## config.mk

```make
export PLATFORM = sky130hd
export DESIGN_NAME = decrementer_seq_flat
export DESIGN_NICKNAME = d
export VERILOG_FILES = /design/src/rtl/decrementer_seq_pkg.sv /design/src/rtl/decrementer_seq_if.sv /design/src/rtl/decrementer_seq_dec_core.sv /design/src/rtl/decrementer_seq.sv /design/src/flat_wrapper.sv
export SDC_FILE = /design/constraint.sdc
export NUM_CORES = 1
export LEC_CHECK = 0
export BUFFER_PORTS_ARGS = -buffer_cell sky130_fd_sc_hd__buf_4
export CAP_MARGIN = 20
export CORE_AREA = 2 2 39 41
export DETAILED_ROUTE_END_ITERATION = 10
export DIE_AREA = 0 0 41 43
export MAX_ROUTING_LAYER = met4
export PLACE_DENSITY_LB_ADDON = 0.1
export SYNTH_ARGS = -nofsm -noshare
export SYNTH_HDL_FRONTEND = slang
export SYNTH_HIERARCHICAL = 1
export SYNTH_SLANG_ARGS = --single-unit
```

## constraint.sdc

```tcl
create_clock -name clk -period 1.1 [get_ports clk]
set_input_delay 0.22 -clock clk [delete_from_list [all_inputs] [get_ports clk]]
set_output_delay 0.22 -clock clk [all_outputs]
set_load 0.05 [all_outputs]
```

## src/rtl/decrementer_seq_pkg.sv

```systemverilog
// Shared ALU definitions: default operand width and the decrementer state encodings.
// The incrementer and adder use the same default width.
package decrementer_seq_pkg;

  localparam int ALU_WIDTH = 3;

  typedef enum logic [1:0] {
    DEC_IDLE = 2'd0,
    DEC_RUN  = 2'd1,
    DEC_DONE = 2'd2
  } dec_state_t;

endpackage

```

## src/rtl/decrementer_seq_if.sv

```systemverilog
// Request/status bundle for decrementer_seq; DECREMENTER_ABORT_EN adds the abort request.
// The master drives requests and the slave (the counter) returns registered status.
interface decrementer_seq_if
  import decrementer_seq_pkg::*;
#(
  parameter int WIDTH = ALU_WIDTH
);

  logic             start;
  logic [WIDTH-1:0] din;
  logic             en;
  logic             dec;
`ifdef DECREMENTER_ABORT_EN
  logic             abort;
`endif
  logic [WIDTH-1:0] count_o;
  logic             busy_o;
  logic             done_o;
  logic             borrow_o;
  logic             zero_o;

`ifdef DECREMENTER_ABORT_EN
  modport master (output start, din, en, dec, abort,
                  input  count_o, busy_o, done_o, borrow_o, zero_o);
  modport slave  (input  start, din, en, dec, abort,
                  output count_o, busy_o, done_o, borrow_o, zero_o);
`else
  modport master (output start, din, en, dec,
                  input  count_o, busy_o, done_o, borrow_o, zero_o);
  modport slave  (input  start, din, en, dec,
                  output count_o, busy_o, done_o, borrow_o, zero_o);
`endif

endinterface

```

## src/rtl/decrementer_seq_dec_core.sv

```systemverilog
// Combinational subtract-by-one built from a half-subtractor chain; zero latency.
// borrow is the borrow out of the top bit, so it is set only when value is zero.
module dec_core
  import decrementer_seq_pkg::*;
#(
  parameter int WIDTH = ALU_WIDTH
) (
  input  logic [WIDTH-1:0] value,
  output logic [WIDTH-1:0] diff,
  output logic             borrow
);

  logic [WIDTH:0] bchain;

  always_comb begin
    bchain    = '0;
    diff      = '0;
    bchain[0] = 1'b1;
    for (int i = 0; i < WIDTH; i++) begin
      diff[i]       = value[i] ^ bchain[i];
      bchain[i + 1] = ~value[i] & bchain[i];
    end
    borrow = bchain[WIDTH];
  end

endmodule

```

## src/rtl/decrementer_seq.sv

```systemverilog
// Step/run down-counter; outputs registered one cycle after the request, zero_o decoded from count.
// No backpressure: requests outside IDLE are dropped. DECREMENTER_ABORT_EN adds a RUN abort.
module decrementer_seq
  import decrementer_seq_pkg::*;
#(
  parameter int WIDTH = ALU_WIDTH
) (
  input logic              clk,
  input logic              rst_n,
  decrementer_seq_if.slave bus
);

  dec_state_t       state, state_nxt;
  logic [WIDTH-1:0] count, count_nxt, count_m1;
  logic             busy, done, borrow;
  logic             borrow_nxt, step_borrow;

  dec_core #(.WIDTH(WIDTH)) u_core (
    .value  (count),
    .diff   (count_m1),
    .borrow (step_borrow)
  );

  always_comb begin
    state_nxt  = state;
    count_nxt  = count;
    borrow_nxt = 1'b0;
    case (state)
      DEC_IDLE: begin
        // start has priority; a simultaneous dec is dropped
        if (bus.start) begin
          count_nxt = bus.din;
          if (bus.din == '0) state_nxt = DEC_DONE;
          else               state_nxt = DEC_RUN;
        end else if (bus.dec) begin
          count_nxt  = count_m1;
          borrow_nxt = step_borrow;
        end
      end
      DEC_RUN: begin
`ifdef DECREMENTER_ABORT_EN
        if (bus.abort) begin
          state_nxt = DEC_IDLE;
        end else
`endif
        if (bus.en) begin
          count_nxt = count_m1;
          if (count == WIDTH'(1)) state_nxt = DEC_DONE;
        end
      end
      DEC_DONE: state_nxt = DEC_IDLE;
      default:  state_nxt = DEC_IDLE;
    endcase
  end

  always_ff @(posedge clk or negedge rst_n) begin
    if (!rst_n) begin
      state  <= DEC_IDLE;
      count  <= '0;
      busy   <= 1'b0;
      done   <= 1'b0;
      borrow <= 1'b0;
    end else begin
      state  <= state_nxt;
      count  <= count_nxt;
      busy   <= (state_nxt == DEC_RUN);
      done   <= (state_nxt == DEC_DONE);
      borrow <= borrow_nxt;
    end
  end

  assign bus.count_o  = count;
  assign bus.busy_o   = busy;
  assign bus.done_o   = done;
  assign bus.borrow_o = borrow;
  assign bus.zero_o   = (count == '0);

endmodule

```

## src/flat_wrapper.sv

```systemverilog
// flat-port wrapper written by rule: the top's interface ports become plain ports
module decrementer_seq_flat import decrementer_seq_pkg::*;
#(
  parameter int WIDTH = ALU_WIDTH
)
  (clk, rst_n, bus_start, bus_din, bus_en, bus_dec, bus_count_o, bus_busy_o, bus_done_o, bus_borrow_o, bus_zero_o);
  decrementer_seq_if #(.WIDTH(WIDTH)) bus_i ();
  input logic clk;
  input logic rst_n;
  input wire logic [$bits(bus_i.start)-1:0] bus_start;
  input wire logic [$bits(bus_i.din)-1:0] bus_din;
  input wire logic [$bits(bus_i.en)-1:0] bus_en;
  input wire logic [$bits(bus_i.dec)-1:0] bus_dec;
  output wire logic [$bits(bus_i.count_o)-1:0] bus_count_o;
  output wire logic [$bits(bus_i.busy_o)-1:0] bus_busy_o;
  output wire logic [$bits(bus_i.done_o)-1:0] bus_done_o;
  output wire logic [$bits(bus_i.borrow_o)-1:0] bus_borrow_o;
  output wire logic [$bits(bus_i.zero_o)-1:0] bus_zero_o;
  assign bus_i.start = bus_start;
  assign bus_i.din = bus_din;
  assign bus_i.en = bus_en;
  assign bus_i.dec = bus_dec;
  assign bus_count_o = bus_i.count_o;
  assign bus_busy_o = bus_i.busy_o;
  assign bus_done_o = bus_i.done_o;
  assign bus_borrow_o = bus_i.borrow_o;
  assign bus_zero_o = bus_i.zero_o;
  decrementer_seq #(.WIDTH(WIDTH)) u_core (.clk(clk), .rst_n(rst_n), .bus(bus_i));
endmodule
```

==> load_flow_metrics.sql, run 1 <==
INSERT INTO impl_metrics (metric_group, metric, value, unit) VALUES
('sta', 'setup_violations', '11', ''),
('global_routing', 'groute.layer.met3.usage', '0.0681', ''),
('clock_tree', 'tritoncts', 'yes', ''),
('sta', 'final_critical_path_setup_slack', '-0.245', 'ns'),
('routing', 'first_iter_violations', '10', ''),
('finish', 'areaGrowthSynthToFinish', '84.6', '%'),
('finish', 'antennaDiodeCount', '0', ''),
('setup_path', 'worst_setup_path_end_kind', 'output port', ''),
('global_routing', 'fraction_of_met1_tracks_used_by_global_routing', '0.215', ''),
('global_routing', 'groute.layer.met2.usage', '0.228', ''),
('floorplan', 'floorplan.core_area', '0.00138', 'mm^2'),
('global_routing', 'grt_antenna_before_repair', '0', ''),
('floorplan', 'ioPinCount', '15', ''),
('global_routing', 'pin_count_of_the_biggest_net_entering_global_routing', '9', ''),
('floorplan', 'die_w', '41', 'um'),
('power', 'pwr-share-comb', '0.697', ''),
('hold_path', 'hp-start', 'bus_dec', ''),
('run_status', 'run_status', 'finished, violations left', ''),
('placed_design', 'portBuffers', '14', ''),
('setup_path', 'path_cells', 'nor3_4 > buf_6', ''),
('power', 'cellLeakagePower', '0.363', 'nW'),
('routing', 'detail_route.drc_violations', '0', ''),
('placed_design', 'place_area', '641', 'um^2'),
('power', 'worst_voltage_drop_across_the_vdd_grid', '1.37', 'mV'),
('sta', 'finalHoldViolations', '0', ''),
('global_routing', 'grt_busiest_layer', 'met2', ''),
('clock_tree', 'cts.sink_count', '8', ''),
('global_routing', 'global_route.overflow_total', '0', ''),
('power', 'power.switching', '1.17', 'mW'),
('run', 'timing.max_cap.violations', '0', ''),
('setup_path', 'worstSetupPathType', 'flop to output port', ''),
('routing', 'routed_wire_length_per_instance', '13.7', 'um'),
('setup_path', 'worstPathRequired', '0.88', 'ns'),
('synth', 'synth.cell_area', '445', 'um^2'),
('run_status', 'violations', 'negative setup slack', ''),
('sta', 'period_needed', '1.34', 'ns'),
('setup_path', 'reg2reg_to', 'u_core/bus.count_o[2]$_DFFE_PN0P_', ''),
('floorplan', 'fp.dieH', '43', 'um'),
('sta', 'worst_pin_slew', '0.304', 'ns'),
('hold_path', 'whs_path_depth', '3', ''),
('global_routing', 'grtUsageTotal', '0.174', ''),
('clock_tree', 'cts.reportedPaths.clkPinSlew', '0.06', 'ns'),
('setup_path', 'critical_path.max_fanout', '6', ''),
('floorplan', 'dieArea', '0.00176', 'mm^2'),
('floorplan', 'floorplan.initialDensity', '0.322', ''),
('setup_path', 'worst_r2r_path_depth', '7', ''),
('clock_tree', 'cts.path.max_buffers', '2', ''),
('sta', 'clock.fmax', '744', 'MHz'),
('setup_path', 'critical-path-slowest-cell', 'dfrtp_2', ''),
('routing', 'finalWirelength', '1300', 'um'),
('power', 'power.share.switching', '0.453', ''),
('clock_tree', 'root_buffer', 'clkbuf_4', ''),
('synth', 'yosys_warnings', '6', ''),
('clock_tree', 'cts.htree.levels', '1', ''),
('placed_design', 'place_congestion', '0.852', ''),
('sta', 'fin_worst_skew', '0.00506', 'ns'),
('power', 'internal_dissipation', '1.41', 'mW'),
('setup_path', 'critPathMaxStageDelay', '0.48', 'ns'),
('power', 'seq_pwr_share', '0.208', ''),
('routing', 'viasPerCell', '5.27', ''),
('sta', 'slew_viol_final', '0', ''),
('setup_path', 'cp_arrival', '1.12', 'ns'),
('power', 'finalPower', '2.57', 'mW'),
('floorplan', 'core.rowCount', '14', ''),
('power', 'power.density_cell_area', '3130', 'mW/mm^2'),
('sta', 'timing.setup.tns', '-1.06', 'ns'),
('finish', 'nFillCells', '111', ''),
('synth', 'synth_cells', '48', ''),
('power', 'power.share.clock', '0.095', ''),
('setup_path', 'reg2reg_from', 'u_core/bus.count_o[0]$_DFFE_PN0P_', ''),
('hold_path', 'hold_path.class', 'primary input to flop', '');
==> how the worst max path moves through the flow <==
stage,cells after the start,end,startpoint,slack [ns]
2_1_floorplan,6,u_core/bus.count_o[2]$_DFFE_PN0P_,u_core/bus.count_o[1]$_DFFE_PN0P_,-0.22
3_3_place_gp,3,u_core/bus.count_o[1]$_DFFE_PN0P_,u_core/state[0]$_DFF_PN0_,-0.08
3_5_place_dp,3,u_core/bus.count_o[2]$_DFFE_PN0P_,u_core/state[0]$_DFF_PN0_,-0.1
4_1_cts,3,bus_zero_o,u_core/bus.count_o[0]$_DFFE_PN0P_,-0.24
5_1_grt,3,bus_zero_o,u_core/bus.count_o[0]$_DFFE_PN0P_,-0.29
6_report,2,bus_zero_o,u_core/bus.count_o[2]$_DFFE_PN0P_,-0.24
==> per-stage QoR <==
stage,utilization,instances,hold slack [ns],worst slack (ns)
2_1_floorplan,-,48,-0.0756,-0.223
3_3_place_gp,0.463,85,0.0456,-0.0804
3_5_place_dp,0.463,85,0.0432,-0.0955
4_1_cts,0.547,95,0.199,-0.240
5_1_grt,0.594,95,0.209,-0.290
6_report,0.594,95,0.222,-0.245
==> Yosys cell counts <==
| master | count | area share |
|---|---|---|
| nor2_1 | 1 | 0.0084 |
| and3_4 | 1 | 0.025 |
| nor2b_2 | 1 | 0.020 |
| or2b_1 | 1 | 0.017 |
| nand4_1 | 1 | 0.014 |
| nand3b_1 | 3 | 0.051 |
| o31ai_1 | 1 | 0.017 |
| o21ai_0 | 3 | 0.034 |
| nor4_1 | 1 | 0.014 |
| or3_4 | 1 | 0.025 |
| a31oi_1 | 6 | 0.084 |
| nor3_1 | 2 | 0.022 |
| nand2b_1 | 1 | 0.014 |
| ha_1 | 2 | 0.056 |
| nand2_1 | 3 | 0.025 |
| and2b_2 | 1 | 0.020 |
| a21oi_1 | 4 | 0.045 |
| inv_1 | 7 | 0.059 |
| dfrtp_1 | 8 | 0.45 |
==> routing by layer <==
metal	up-vias	routed length [um]
met5	-	0
met4	0	42
met3	10	84
met2	23	625
met1	234	549
li1	234	-
==> critical path: cells and delay by family, from the launching register on <==
kind | cells | cell delay, ns
buf+inv | 1 | 0.18
flops | 1 | 0.48
simple gates | 1 | 0.21
==> placed cells by master (no fill, tap or decap), drive strengths merged, types with 2 or more instances in the layout <==
cell,count
buf,26
dfrtp,8
inv,7
a31oi,6
clkbuf,4
a21oi,4
nand3b,3
nand2,3
o21ai,3
ha,2
nor3,2
==> cell type report <==
type / instances / area, um^2 / area share
Clock buffer: 4 / 26.3 / 0.0320
Inverter: 7 / 31.3 / 0.0381
Sequential cell: 8 / 204 / 0.248
Timing Repair Buffer: 27 / 243 / 0.295
Tap cell: 16 / 20.0 / 0.0244
Multi-Input combinational cell: 33 / 298 / 0.362
==> logic make-up (layout without fill, tap and decap cells) <==
kind of cell | count (synthesis) | count (layout) | synth area share
AO/OA/AOI/OAI | 14 | 14 | 0.180
adder cells (fa/ha/maj) | 2 | 2 | 0.0562
buffers and inverters | 7 | 38 | 0.0590
flip-flops | 8 | 8 | 0.449
AND/OR/NAND/NOR | 17 | 17 | 0.256
==> timing repair <==
item                                    4_1_cts  5_1_grt
endpoints found under the setup margin       10       12
hold buffers                                  1        0
buffers inserted                              5        0
gates resized for setup                      12       14
endpoints found under the hold margin         8        0
pin swaps                                     5        8
==> state kept, by name (all words and copies together) (netlist names) <==
signal and count:
u_core/state 2, u_core/bus.count_o 3, u_core/bus.borrow_o 1, u_core/bus.done_o 1
u_core/bus.busy_o 1
==> power groups by stage <==
stage | clock network [mW] | registers, mW | logic, mW
2_1_floorplan | 0 | 0.853 | 0.457
3_3_place_gp | 0 | 0.523 | 1.24
3_5_place_dp | 0 | 0.525 | 1.23
4_1_cts | 0.253 | 0.527 | 1.52
5_1_grt | 0.274 | 0.551 | 1.91
6_report | 0.244 | 0.537 | 1.79
Power figures use the tool's default switching activity.
==> run 2: changes to the inputs <==
Clock period 1.1 ns to 1.5 ns, I/O delays scaled along.
==> run 2 against run 1 <==
Net effect: the flow now finishes without violations; clock power down 34%; sequential power down 20%; highest routed layer unchanged; core utilization down 15 points; worst hold slack better by 0.043 ns; final cell count down 14%; largest power group unchanged; first-iteration DRC count down 40%; flip-flop and latch count unchanged.
==> load_flow_metrics.sql, run 2 (synthesized netlist as in run 1, its figures left out) <==
INSERT INTO impl_metrics (metric_group, metric, value, unit) VALUES
('run_status', 'run_status', 'finished, final reports clean', ''),
('hold_path', 'hold_path.class', 'primary input to flop', ''),
('routing', 'length_of_the_first_detailed_routing_pass_in_iterations', '3', ''),
('routing', 'ant_nets', '0', ''),
('setup_path', 'critical-path-slowest-cell', 'dfrtp_1', ''),
('power', 'power.switching', '0.645', 'mW'),
('floorplan', 'ioPinCount', '15', ''),
('sta', 'fin_worst_skew', '0.000354', 'ns'),
('sta', 'timing.setup.tns', '0', 'ns'),
('finish', 'largest_register_ff_count', '3', ''),
('clock_tree', 'post-cts-setup-buffer-count', '0', ''),
('global_routing', 'groute.layer.met3.usage', '0.0471', ''),
('finish', 'finalInstanceArea', '617', 'um^2'),
('setup_path', 'worstPathBufferInverterCount', '1', ''),
('power', 'power.share.clock', '0.122', ''),
('setup_path', 'worst_r2r_path_depth', '6', ''),
('clock_tree', 'root_buffer', 'clkbuf_4', ''),
('global_routing', 'grtUsageTotal', '0.153', ''),
('sta', 'setup_violations', '0', ''),
('sta', 'clock.fmax', '705', 'MHz'),
('power', 'cellLeakagePower', '0.292', 'nW'),
('routing', 'detail_route.drc_violations', '0', ''),
('finish', 'post_route_cells_drive_above_1_share', '0.364', ''),
('sta', 'worst_pin_slew', '0.288', 'ns'),
('finish', 'antennaDiodeCount', '0', ''),
('setup_path', 'reg2reg_setup_slack', '0.18', 'ns'),
('sta', 'grt_setup_unrepaired', 'false', ''),
('sta', 'fin_crit_sh', '0.945', ''),
('placed_design', 'portBuffers', '14', ''),
('clock_tree', 'latest_clock_arrival_within_the_worst_skew_pair', '0.25', 'ns'),
('finish', 'areaGrowthSynthToFinish', '38.5', '%'),
('setup_path', 'worst_setup_path_end_kind', 'output port', ''),
('routing', 'detailroute.via_count', '407', ''),
('power', 'pwr-share-comb', '0.552', ''),
('global_routing', 'global_route.overflow_total', '0', ''),
('hold_path', 'whs_path_depth', '2', ''),
('setup_path', 'path_cells', 'nor3_4 > buf_4', ''),
('power', 'power.share.switching', '0.489', ''),
('global_routing', 'fraction_of_met1_tracks_used_by_global_routing', '0.184', ''),
('power', 'power.density_cell_area', '2140', 'mW/mm^2'),
('finish', 'fin_cells', '82', ''),
('sta', 'maxSlewHeadroom', '0.807', ''),
('routing', 'viasPerCell', '4.96', ''),
('setup_path', 'critPathMaxStageDelay', '0.46', 'ns'),
('placed_design', 'place_area', '584', 'um^2'),
('sta', 'period_needed', '1.42', 'ns'),
('sta', 'slew_viol_final', '0', ''),
('clock_tree', 'cts.htree.levels', '1', ''),
('global_routing', 'groute.layer.met2.usage', '0.222', ''),
('routing', 'first_iter_violations', '6', ''),
('clock_tree', 'cts.reportedPaths.clkPinSlew', '0.05', 'ns'),
('finish', 'final_cell_mix', '14 x buf_4, 7 x inv_1, 6 x a31oi_1, 6 x dfrtp_1, 4 x a21oi_1', ''),
('routing', 'routed_wire_length_per_instance', '12.6', 'um'),
('routing', 'finalWirelength', '1030', 'um'),
('setup_path', 'critical_path.max_fanout', '6', ''),
('global_routing', 'grt_antenna_before_repair', '0', ''),
('global_routing', 'grt_busiest_layer', 'met2', ''),
('clock_tree', 'cts.sink_count', '8', ''),
('power', 'worst_voltage_drop_across_the_vdd_grid', '0.932', 'mV'),
('power', 'seq_pwr_share', '0.325', ''),
('setup_path', 'cp_arrival', '1.12', 'ns'),
('clock_tree', 'tritoncts', 'yes', ''),
('setup_path', 'worstPathRequired', '1.20', 'ns'),
('floorplan', 'floorplan.core_area', '0.00138', 'mm^2'),
('setup_path', 'crit_family', 'flip-flops', ''),
('floorplan', 'die_w', '41', 'um'),
('setup_path', 'critical_path_cell_count', '2', ''),
('clock_tree', 'tritoncts.num_buffers', '3', ''),
('power', 'internal_dissipation', '0.674', 'mW'),
('sta', 'finalHoldViolations', '0', ''),
('floorplan', 'dieArea', '0.00176', 'mm^2'),
('global_routing', 'grt_pass1_wl', '1740', 'um'),
('clock_tree', 'cts.path.max_buffers', '2', ''),
('setup_path', 'worstSetupPathType', 'flop to output port', ''),
('finish', 'num-nets-final', '78', ''),
('placed_design', 'place_congestion', '0.802', ''),
('floorplan', 'core.rowCount', '14', ''),
('floorplan', 'floorplan.initialDensity', '0.322', ''),
('global_routing', 'pin_count_of_the_biggest_net_entering_global_routing', '9', ''),
('global_routing', 'number_of_global_route_vias_before_repair', '388', ''),
('floorplan', 'fp.dieH', '43', 'um'),
('finish', 'final_common_cell', 'buf_4', ''),
('placed_design', 'dpl.cell_count', '78', ''),
('setup_path', 'worst_setup_path_start_kind', 'flop', ''),
('finish', 'utilization', '0.446', ''),
('run', 'timing.max_cap.violations', '0', '');
## run 2: cell types whose count changed in the layout (fill, tap and decap cells not counted), moves of 3 or more
cell,previous run,this run
buf_6,8,0
buf_4,17,14
o21ai_0,0,3
inv_1,4,7
## run 2: power groups by stage
stage	registers [mW]	clock network (mW)	logic, mW
3_5_place_dp	0.432	0	0.729
6_report	0.429	0.161	0.728
2_1_floorplan	0.618	0	0.329
3_3_place_gp	0.430	0	0.731
5_1_grt	0.446	0.189	0.804
4_1_cts	0.429	0.173	0.735
## run 2: through the flow
stage | power (mW) | worst slack [ns] | hold WS (ns)
final | 1.32 | 0.0823 | 0.265
after global routing | 1.44 | 0.0138 | 0.264
after CTS | 1.34 | 0.0584 | 0.256
after detailed placement | 1.16 | 0.193 | 0.125
after global placement | 1.16 | 0.227 | 0.125
after floorplan | 0.947 | 0.0447 | 0.00441
## run 2: path summary, 6_finish.rpt
| path | start | end |
|---|---|---|
| hold reg to reg | u_core/state[0]$_DFF_PN0_ | u_core/bus.borrow_o$_DFF_PN0_ |
| hold / removal | bus_start | u_core/bus.borrow_o$_DFF_PN0_ |
| setup / recovery | u_core/bus.count_o[2]$_DFFE_PN0P_ | bus_zero_o |
| max in group asynchronous | rst_n | u_core/bus.count_o[0]$_DFFE_PN0P_ |
| min in group asynchronous | rst_n | u_core/bus.borrow_o$_DFF_PN0_ |
| setup reg to reg | u_core/bus.count_o[0]$_DFFE_PN0P_ | u_core/bus.count_o[2]$_DFFE_PN0P_ |
## run 2: routing by layer
metal  routed length (um)  vias to the layer above
met5                    0                        -
met4                    4                        0
met3                   52                        2
met2                  533                        8
met1                  443                      188
li1                     -                      209
## run 2: area by class of cell
type                    instances  area (um^2)
fillers                       139          767
multi-input cells              33          230
repair buffers                 15          115
clock buffers                   3         22.5
inverters                       7         26.3
well taps                      16         20.0
flip-flops and latches          8          203
## run 2: timing repair
item	CTS	global route
gates resized for setup	0	0
hold endpoints to repair	8	0
hold buffers	1	0
endpoints found under the setup margin	0	0
